## src/rtl/weight_stream_pkg.sv

```systemverilog
// Shared types and width helpers for the weight streaming blocks.
// Beat and address widths are derived here so every block agrees.
package weight_stream_pkg;

  typedef enum logic {
    FILL   = 1'b0,
    REPLAY = 1'b1
  } wrb_state_t;

  localparam int DEF_PRECISION_0 = 16;
  localparam int DEF_PRECISION_1 = 3;

  function automatic int beat_w(input int p, input int w);
    return p * w;
  endfunction

  // Array index width; a single-entry array still needs one bit.
  function automatic int addr_w(input int depth);
    return (depth > 1) ? $clog2(depth) : 1;
  endfunction

endpackage

```

## src/rtl/weight_replay_mem.sv

```systemverilog
// Simple dual-port RAM: one write port, one registered read port.
// The array and read register are never reset.
module weight_replay_mem
  import weight_stream_pkg::*;
#(
  parameter int DEPTH = 32,
  parameter int W     = 16,
  parameter int IW    = addr_w(DEPTH)
) (
  input  logic          clk,
  input  logic          i_we,
  input  logic [IW-1:0] i_waddr,
  input  logic [W-1:0]  i_wdata,
  input  logic          i_re,
  input  logic [IW-1:0] i_raddr,
  output logic [W-1:0]  o_rdata
);

  logic [W-1:0] r_mem [DEPTH];
  logic [W-1:0] r_rdata;

  always_ff @(posedge clk) begin
    if (i_we) r_mem[i_waddr] <= i_wdata;
  end

  always_ff @(posedge clk) begin
    if (i_re) r_rdata <= r_mem[i_raddr];
  end

  assign o_rdata = r_rdata;

endmodule

```

## src/rtl/weight_replay_buffer.sv

```systemverilog
// Captures one weight matrix into local RAM, then replays it
// to the consumer REPLAY times (0 = forever) with last flags.
module weight_replay_buffer #(
  parameter int PRECISION_0       = weight_stream_pkg::DEF_PRECISION_0,
  parameter int PRECISION_1       = weight_stream_pkg::DEF_PRECISION_1,
  parameter int PARALLELISM_DIM_0 = 1,
  parameter int PARALLELISM_DIM_1 = 1,
  parameter int DEPTH             = 32,
  parameter int REPLAY            = 4
) (
  input  logic                   clk,
  input  logic                   rst,
  input  logic [PRECISION_0-1:0] data_in
    [PARALLELISM_DIM_0*PARALLELISM_DIM_1-1:0],
  input  logic                   data_in_valid,
  output logic                   data_in_ready,
  output logic [PRECISION_0-1:0] data_out
    [PARALLELISM_DIM_0*PARALLELISM_DIM_1-1:0],
  output logic                   data_out_valid,
  input  logic                   data_out_ready,
  output logic                   data_out_last,
  output logic                   filled
);

  localparam int P  = PARALLELISM_DIM_0 * PARALLELISM_DIM_1;
  localparam int BW = weight_stream_pkg::beat_w(P, PRECISION_0);
  localparam int AW = $clog2(DEPTH) + 1;
  localparam int IW = weight_stream_pkg::addr_w(DEPTH);
  localparam int PW = $clog2(REPLAY + 1) + 1;
  localparam bit FINITE = (REPLAY > 0);
  localparam logic [AW-1:0] LAST_IDX = AW'(DEPTH - 1);
  localparam logic [PW-1:0] LAST_PASS =
    FINITE ? PW'(REPLAY - 1) : '0;
  localparam logic [PW-1:0] PASS_MAX = '1;

  if (DEPTH < 1 || PRECISION_1 > PRECISION_0) begin : g_bad_cfg
    $error("weight_replay_buffer: bad parameters");
  end

  weight_stream_pkg::wrb_state_t r_state;
  weight_stream_pkg::wrb_state_t w_state_nxt;

  logic [AW-1:0] r_wr_ptr;
  logic [AW-1:0] r_rd_ptr;
  logic [PW-1:0] r_pass_cnt;
  logic [PW-1:0] r_rd_pass;
  logic          r_rd_pend;
  logic          r_valid;
  logic          r_last;

  logic [BW-1:0] w_wdata;
  logic [BW-1:0] w_rdata;
  logic          w_we;
  logic          w_re;
  logic          w_hs;
  logic          w_wr_last;
  logic          w_rd_wrap;
  logic          w_pass_end;
  logic          w_final;

  always_ff @(posedge clk) begin
    if (rst) r_state <= weight_stream_pkg::FILL;
    else     r_state <= w_state_nxt;
  end

  always_comb begin
    w_state_nxt   = r_state;
    data_in_ready = 1'b0;
    w_we          = 1'b0;
    w_re          = 1'b0;
    w_hs          = r_valid && data_out_ready;
    w_wr_last     = (r_wr_ptr == LAST_IDX);
    w_rd_wrap     = (r_rd_ptr == LAST_IDX);
    w_pass_end    = w_hs && r_last;
    w_final       = FINITE && w_pass_end &&
                    (r_pass_cnt == LAST_PASS);
    unique case (r_state)
      weight_stream_pkg::FILL: begin
        data_in_ready = 1'b1;
        w_we          = data_in_valid;
        if (w_we && w_wr_last)
          w_state_nxt = weight_stream_pkg::REPLAY;
      end
      weight_stream_pkg::REPLAY: begin
        w_re = r_rd_pend && (!r_valid || data_out_ready);
        if (w_final)
          w_state_nxt = weight_stream_pkg::FILL;
      end
      default: w_state_nxt = weight_stream_pkg::FILL;
    endcase
  end

  always_ff @(posedge clk) begin
    if (rst)
      r_wr_ptr <= '0;
    else if (w_we)
      r_wr_ptr <= w_wr_last ? '0 : r_wr_ptr + AW'(1);
  end

  // The read side tracks its own pass count so the last read
  // can be withheld before the consumer has caught up.
  always_ff @(posedge clk) begin
    if (rst) begin
      r_rd_ptr  <= '0;
      r_rd_pass <= '0;
      r_rd_pend <= 1'b0;
    end else if (w_re) begin
      r_rd_ptr <= w_rd_wrap ? '0 : r_rd_ptr + AW'(1);
      if (w_rd_wrap) begin
        if (r_rd_pass != PASS_MAX)
          r_rd_pass <= r_rd_pass + PW'(1);
        if (FINITE && r_rd_pass == LAST_PASS)
          r_rd_pend <= 1'b0;
      end
    end else if (w_we && w_wr_last) begin
      r_rd_ptr  <= '0;
      r_rd_pass <= '0;
      r_rd_pend <= 1'b1;
    end
  end

  always_ff @(posedge clk) begin
    if (rst)
      r_pass_cnt <= '0;
    else if (w_final)
      r_pass_cnt <= '0;
    else if (w_pass_end && r_pass_cnt != PASS_MAX)
      r_pass_cnt <= r_pass_cnt + PW'(1);
  end

  always_ff @(posedge clk) begin
    if (rst) begin
      r_valid <= 1'b0;
      r_last  <= 1'b0;
    end else if (w_re) begin
      r_valid <= 1'b1;
      r_last  <= w_rd_wrap;
    end else if (w_hs) begin
      r_valid <= 1'b0;
      r_last  <= 1'b0;
    end
  end

  always_comb begin
    w_wdata = '0;
    for (int i = 0; i < P; i++)
      w_wdata[i*PRECISION_0 +: PRECISION_0] = data_in[i];
  end

  weight_replay_mem #(
    .DEPTH (DEPTH),
    .W     (BW),
    .IW    (IW)
  ) u_mem (
    .clk     (clk),
    .i_we    (w_we),
    .i_waddr (r_wr_ptr[IW-1:0]),
    .i_wdata (w_wdata),
    .i_re    (w_re),
    .i_raddr (r_rd_ptr[IW-1:0]),
    .o_rdata (w_rdata)
  );

  // RAM read register is unreset, so mask it until a beat is live.
  always_comb begin
    for (int i = 0; i < P; i++)
      data_out[i] = r_valid ?
        w_rdata[i*PRECISION_0 +: PRECISION_0] : '0;
  end

  assign data_out_valid = r_valid;
  assign data_out_last  = r_last;
  assign filled = (r_state != weight_stream_pkg::FILL);

endmodule

```

## config.mk

```make
export PLATFORM = sky130hd
export DESIGN_NAME = weight_replay_buffer
export DESIGN_NICKNAME = d
export VERILOG_FILES = /design/src/rtl/weight_stream_pkg.sv /design/src/rtl/weight_replay_mem.sv /design/src/rtl/weight_replay_buffer.sv
export SDC_FILE = /design/constraint.sdc
export NUM_CORES = 1
export LEC_CHECK = 0
export ABC_AREA = 1
export CAP_MARGIN = 20
export CELL_PAD_IN_SITES_DETAIL_PLACEMENT = 0
export CELL_PAD_IN_SITES_GLOBAL_PLACEMENT = 1
export CORE_UTILIZATION = 46
export DETAILED_ROUTE_END_ITERATION = 10
export GPL_ROUTABILITY_DRIVEN = 0
export PLACE_DENSITY = 0.78
export RECOVER_POWER = 100
export SLEW_MARGIN = 40
export SYNTH_ARGS = -nofsm -noshare
export SYNTH_HDL_FRONTEND = slang
export SYNTH_HIERARCHICAL = 1
export SYNTH_SLANG_ARGS = --single-unit
```

## constraint.sdc

```tcl
create_clock -name clk -period 1.8 [get_ports clk]
set_input_delay 0.18 -clock clk [delete_from_list [all_inputs] [get_ports clk]]
set_output_delay 0.18 -clock clk [all_outputs]
set_load 0.01 [all_outputs]
```

**Word-level counts from Yosys, hierarchy flattened**

Memory sizes are Yosys's and may differ from the RTL's. A register that Yosys moved wholly into a read port is not among the register bits.
Cells that the tools add are included.

- Add/subtract/negate cells: 4
- Div/mod/pow operators: 0
- Reduce and logical (&&, ||, !) cells: 14
- Multipliers: 0
- Magnitude comparators: 0
- Bitwise operators: 1
- Muxes and demuxes: 24
- Equality and inequality tests: 9
- Shifts and indexed selects: 0

Operator list:

| kind | count |
|---|---|
| $mux W6 | 4 |
| $mux W16 | 1 |
| $mux W4 | 4 |
| $mux W1 | 14 |
| $add A6 B1 Y6 const B | 2 |
| $eq A6 B5 Y1 const B | 2 |
| $add A4 B1 Y4 const B | 2 |
| $eq A4 B2 Y1 const B | 2 |
| $ne A4 B4 Y1 const B | 2 |
| $logic_and A1 B1 Y1 | 7 |
| $ne A2 B2 Y1 const B | 3 |
| $reduce_and A3 Y1 | 2 |
| $reduce_bool A2 Y1 | 2 |
| $pmux W1 S2 | 1 |
| $reduce_or A2 Y1 | 1 |
| $logic_not A1 Y1 | 1 |
| $logic_or A1 B1 Y1 | 1 |
| $not A1 Y1 | 1 |

- Bits in read-only memories: 0
- Latch bits: 0
- Memories kept: 1
- Bits of input ports: 20
- Output and inout port bits: 20
- Logic and storage cells: 61
- RAM bits: 512
- Bits in registers: 24

Memories:

| name | words | width | read ports | clocked after memory_dff | wr ports | line | text |
|---|---|---|---|---|---|---|---|
| u_mem.r_mem | 32 | 16 | 1 | 1 | 1 | weight_replay_mem.sv:19 | `logic [W-1:0] r_mem [DEPTH];` |

**Longest topological paths before layout**

- Word-level depth: 6
- Mapped depth: 12
- Gate-level depth less buffers: 9

**Hierarchy**

The synthesis kept the hierarchy.

By module, submodules not included:

| module | sequential area each (µm²) | area each (µm²) | cells each | times used |
|---|---|---|---|---|
| weight_replay_mem | 15,855.2 | 21,461.8 | 1,794 | 1 |
| weight_replay_buffer | 480.5 | 1,361.3 | 202 | 1 |

**Worst setup path before layout**

No wires, ideal clock.

- Path kind: reg-to-reg
- Start: register r_state (netlist: filled)
- End: memory u_mem.r_mem[31][0], enable pin
- Stages on the path, launching flop included: 4
- Arrival: 1.543 ns
- Path buffers: 0
- Required time: 1.412 ns
- Slack: -0.132 ns
- Setup time: 0.388 ns
- Period minus slack after synthesis: 1.932 ns
- Cell sequence: dfxtp_1 > nor2_4 > nand3_1 > nor2_1

- Longest elaborated chain between the ends: 3

Ends and longest elaborated chain:

| element | line | text |
|---|---|---|
| start: declaration | weight_replay_buffer.sv:40 | `weight_stream_pkg::wrb_state_t r_state;` |
| start signal: assignment | weight_replay_buffer.sv:62 | `if (rst) r_state <= weight_stream_pkg::FILL;` |
| start signal: assignment | weight_replay_buffer.sv:63 | `else r_state <= w_state_nxt;` |
| $mux W1 | weight_replay_buffer.sv:77 | `unique case (r_state)` |
| net w_we | weight_replay_buffer.sv:53 | `logic w_we;` |
| $mux W1 | weight_replay_mem.sv:23 | `if (i_we) r_mem[i_waddr] <= i_wdata;` |
| $mux W1 (implied by the code) | weight_replay_mem.sv:23 |  |
| end: declaration | weight_replay_mem.sv:19 |  |

The timed path passes the listed nets, and every way through them passes these cells.

==> flow_summary.yaml <==
worst_hold_path:
  min-delay-path-class: "primary input to flip-flop"
logic_synthesis:
  synthFlopType: "edfxtp_1"
  synthesis.area_um2: 22820
  netlist-cell-type-count: 38
  yosys_warnings: 6
  synth_cells: 1996
  syn_nets: 2020
  synth_seq_cells: 552
  synth_edf_count: 528
  async_reset_ff_share_pct: 0
  avgSynthCellArea_um2: 11.43
  yosysSeqAreaShare_pct: 71.58
worst_setup_path:
  crit_chain: "buf_4 > buf_8 > clkbuf_16 > nand2_1 > nand3_1 > nand3_2 > nand2_1 > nand2_2 > nand2_1 > nand2_1 > nand2_1"
  r2r-start: "r_rd_ptr[0]"
  cp.depth: 11
  crit_end: "u_mem/o_rdata[10]"
  max_stage_delay_ns: 0.39
  crit_type: "flip-flop to flip-flop"
  path_max_fanout: 13
  cp_common_cell: "nand2_1"
  cp_data_arrival_time_ns: 2.16
  startpoint_type: "flip-flop"
  cp-end-kind: "flip-flop"
  cp_data_required_time_ns: 2.15
  critPathTopFamily: "simple AND/OR/NAND/NOR gates"
  reg2reg_setup_slack_ns: -0.005
  reg2reg_depth: 11
  path_buf_inv: 3
  crit_start: "r_rd_ptr[0]"
  r2r-end: "u_mem/o_rdata[10]"
  crit_slowest_cell: "dfxtp_4"
global_routing:
  grt_pass1_wl_mm: 89.00
  grt_max_degree: 60
  grtUsageTotal_pct: 23.99
  antenna_found_initial: 1
  grt_pass1_vias: 14650
  grt.overflow.total: 0
detailed_routing:
  viasPerCell: 5.527
  dr.pass1.iters: 5
  met1_length_mm: 26.58
  wl_met3_mm: 5.833
  detail-route-antenna-nets: 0
  drc: 0
  wl_met2_mm: 27.73
  wl_mm: 62.31
  wl_per_cell_um: 21.95
  drt_iter0_drc: 1926
  via_count: 15690
  routed.top_layer: "met4"
floorplanning:
  start_util_pct: 46.62
  dieArea_um2: 50510
  num_rows: 81
  core_area_um2: 48950
  die_h_um: 224.7
  die_w_um: 224.7
  pin_count: 40
power:
  comb_power_share_pct: 2.3
  ir_worst_vdd_v: 0.0007521
  clkPwrFrac_pct: 42.6
  seq_power_share_pct: 55.1
  internal_power_mw: 20.50
  sw_frac_of_total_pct: 20.20
  p_sw_mw: 5.189
  p_leak_nw: 10.11
  p_per_area_nw_per_um2: 952.7
clocking:
  cts.path.max_buffers: 3
  cts_tree: "done"
  hold_buffers: 0
  clk_pin_slew_ns: 0.06
  clock_latency_ns: 0.60
  root_buffer: "clkbuf_16"
  htree_levels: 2
  numCtsBuffers: 55
  cts.sinks: 552
place:
  placed_cells: 2715
  pre_cts_ws_ns: -0.2085
  place.port_buffers: 39
  place_area_um2: 24750
  dpl.hpwl_mm: 36.76
cells_and_area:
  nFillCells: 4065
  syn_to_final_growth_pct: 18.13
  final_util_pct: 55.08
  antenna_cells: 0
  nets: 2159
  postLayoutCellArea_um2: 26960
  final_cells: 2839
  drive_gt1_share_pct: 16.69
timing:
  final-hold-violation-count: 0
  maxSlewViolCount: 0
  min_period_ns: 1.805
  fmax_mhz: 554.1
  finalSetupViolations: 2
  worst_slew_pin_slew_ns: 1.122
  final.setup_skew_ns: 0.01738
  final.setup.tns_ns: -0.006826
  max_slew_margin_pct: 25.22
  min_period_over_period_pct: 100.3
  rsz0062_at_grt: "yes"
  worst_slack_ns: -0.004700
status:
  status: "complete, but fails checks"
  violations: "negative setup slack"
job:
  maxCapViolCount: 0
worst reg2reg max path: stages (launching register included):
cell	delay, ns
dfxtp_4	0.39
buf_4	0.15
buf_8	0.15
clkbuf_16	0.18
nand2_1	0.07
nand3_1	0.15
nand3_2	0.14
nand2_1	0.07
nand2_2	0.09
nand2_1	0.07
nand2_1	0.05
nand2_1	0.06
flip-flops by register name (all words and copies together) (netlist names):
name	flops
r_pass_cnt	4
r_rd_pend	1
r_rd_ptr	6
u_mem/o_rdata	16
filled	1
r_wr_ptr	6
u_mem/r_mem	512
data_out_valid	1
data_out_last	1
r_rd_pass	4
stage by stage:
step / power (mW) / hold WS, ns
finish: 25.69 / 0.2937
global route: 26.29 / 0.3134
CTS: 25.88 / 0.2850
detailed placement: 15.09 / 0.4767
global placement: 15.08 / 0.4662
floorplan: 14.56 / 0.2576
placed cells by master, fill, tap and decap left out, types with 3 or more instances in the layout:
cell / netlist / layout
nand2_1: 777 / 726
edfxtp_1: 528 / 528
nand3_1: 410 / 343
nand3_2: 3 / 70
clkbuf_16: 0 / 67
nand2_2: 3 / 54
inv_1: 46 / 44
nor2_1: 43 / 44
clkbuf_2: 0 / 43
buf_4: 28 / 38
clkbuf_1: 20 / 23
dfxtp_1: 24 / 20
dlygate4sd3_1: 0 / 16
dlygate4sd2_1: 0 / 16
buf_6: 24 / 15
buf_12: 1 / 15
a21oi_1: 13 / 14
buf_2: 34 / 13
clkinv_2: 0 / 10
clkinv_1: 1 / 8
o21ai_0: 7 / 6
clkdlybuf4s50_1: 0 / 6
buf_16: 0 / 5
buf_8: 1 / 4
nor3_1: 3 / 3
a21oi_2: 3 / 3
ha_1: 4 / 3
bufinv_16: 0 / 3
power by group through the flow:
| stage | logic, mW | registers [mW] | clock network [mW] |
|---|---|---|---|
| 2_1_floorplan | 0.137 | 14.4 | 0 |
| 3_3_place_gp | 0.664 | 14.4 | 0 |
| 3_5_place_dp | 0.674 | 14.4 | 0 |
| 4_1_cts | 0.675 | 14.1 | 11.1 |
| 5_1_grt | 0.615 | 14.2 | 11.5 |
| 6_report | 0.584 | 14.2 | 10.9 |
layer usage:
layer  global-route usage, %  up-vias
met5                       0        -
met4                   9.239        0
met3                   3.253      125
met2                   35.92      823
met1                   35.61     7565
li1                        -     7178
area by class of cell:
cell class,instances,area (um^2),share of cell area [%]
multi-input cells,1283,5959,22.10
well taps,664,830.8,3.081
flip-flops and latches,552,16350,60.63
repair inverters,2,17.52,0.06497
inverters,50,211.5,0.7843
clock inverters,24,206.4,0.7657
clock buffers,73,1496,5.550
repair buffers,191,1893,7.022
synth_stat cells, types with 3 or more instances:
cell type / instances / share of area, %
nor3_1: 3 / 0.066
a21oi_1: 13 / 0.29
o21ai_0: 7 / 0.15
nor2_1: 43 / 0.71
nand2_1: 777 / 13
buf_6: 24 / 1.2
buf_4: 28 / 0.92
nand3_2: 3 / 0.13
clkbuf_1: 20 / 0.33
nand3_1: 410 / 9.0
edfxtp_1: 528 / 69
nand2_2: 3 / 0.082
inv_1: 46 / 0.76
dfxtp_1: 24 / 2.1
ha_1: 4 / 0.22
a21oi_2: 3 / 0.12
buf_2: 34 / 0.75
how the worst min path moves through the flow:
| stage | startpoint | end | slack (ns) | cells after the start |
|---|---|---|---|---|
| 2_1_floorplan | rst | data_out_last | 0.26 | 1 |
| 3_3_place_gp | r_pass_cnt[1] | r_pass_cnt[1] | 0.47 | 2 |
| 3_5_place_dp | r_rd_pend | r_rd_pend | 0.48 | 2 |
| 4_1_cts | data_out_ready | data_out_last | 0.28 | 4 |
| 5_1_grt | data_out_ready | data_out_valid | 0.31 | 4 |
| 6_report | data_out_ready | data_out_last | 0.29 | 4 |
cells by family after synthesis:
group	count (synthesis)	synth area share [%]
fa+ha+maj	4	0.2193
buf+inv	161	4.292
flops	552	71.58
simple gates	1246	22.99
compound gates	32	0.8826
xor+xnor	1	0.03838
repair_timing:
item	CTS	global route
setup buffers	4	8
cloned	3	15
pin swaps	0	21
gates resized for setup	23	152
endpoints found under the setup margin	24	55
Note: power is estimated with default switching activity, not from simulation.
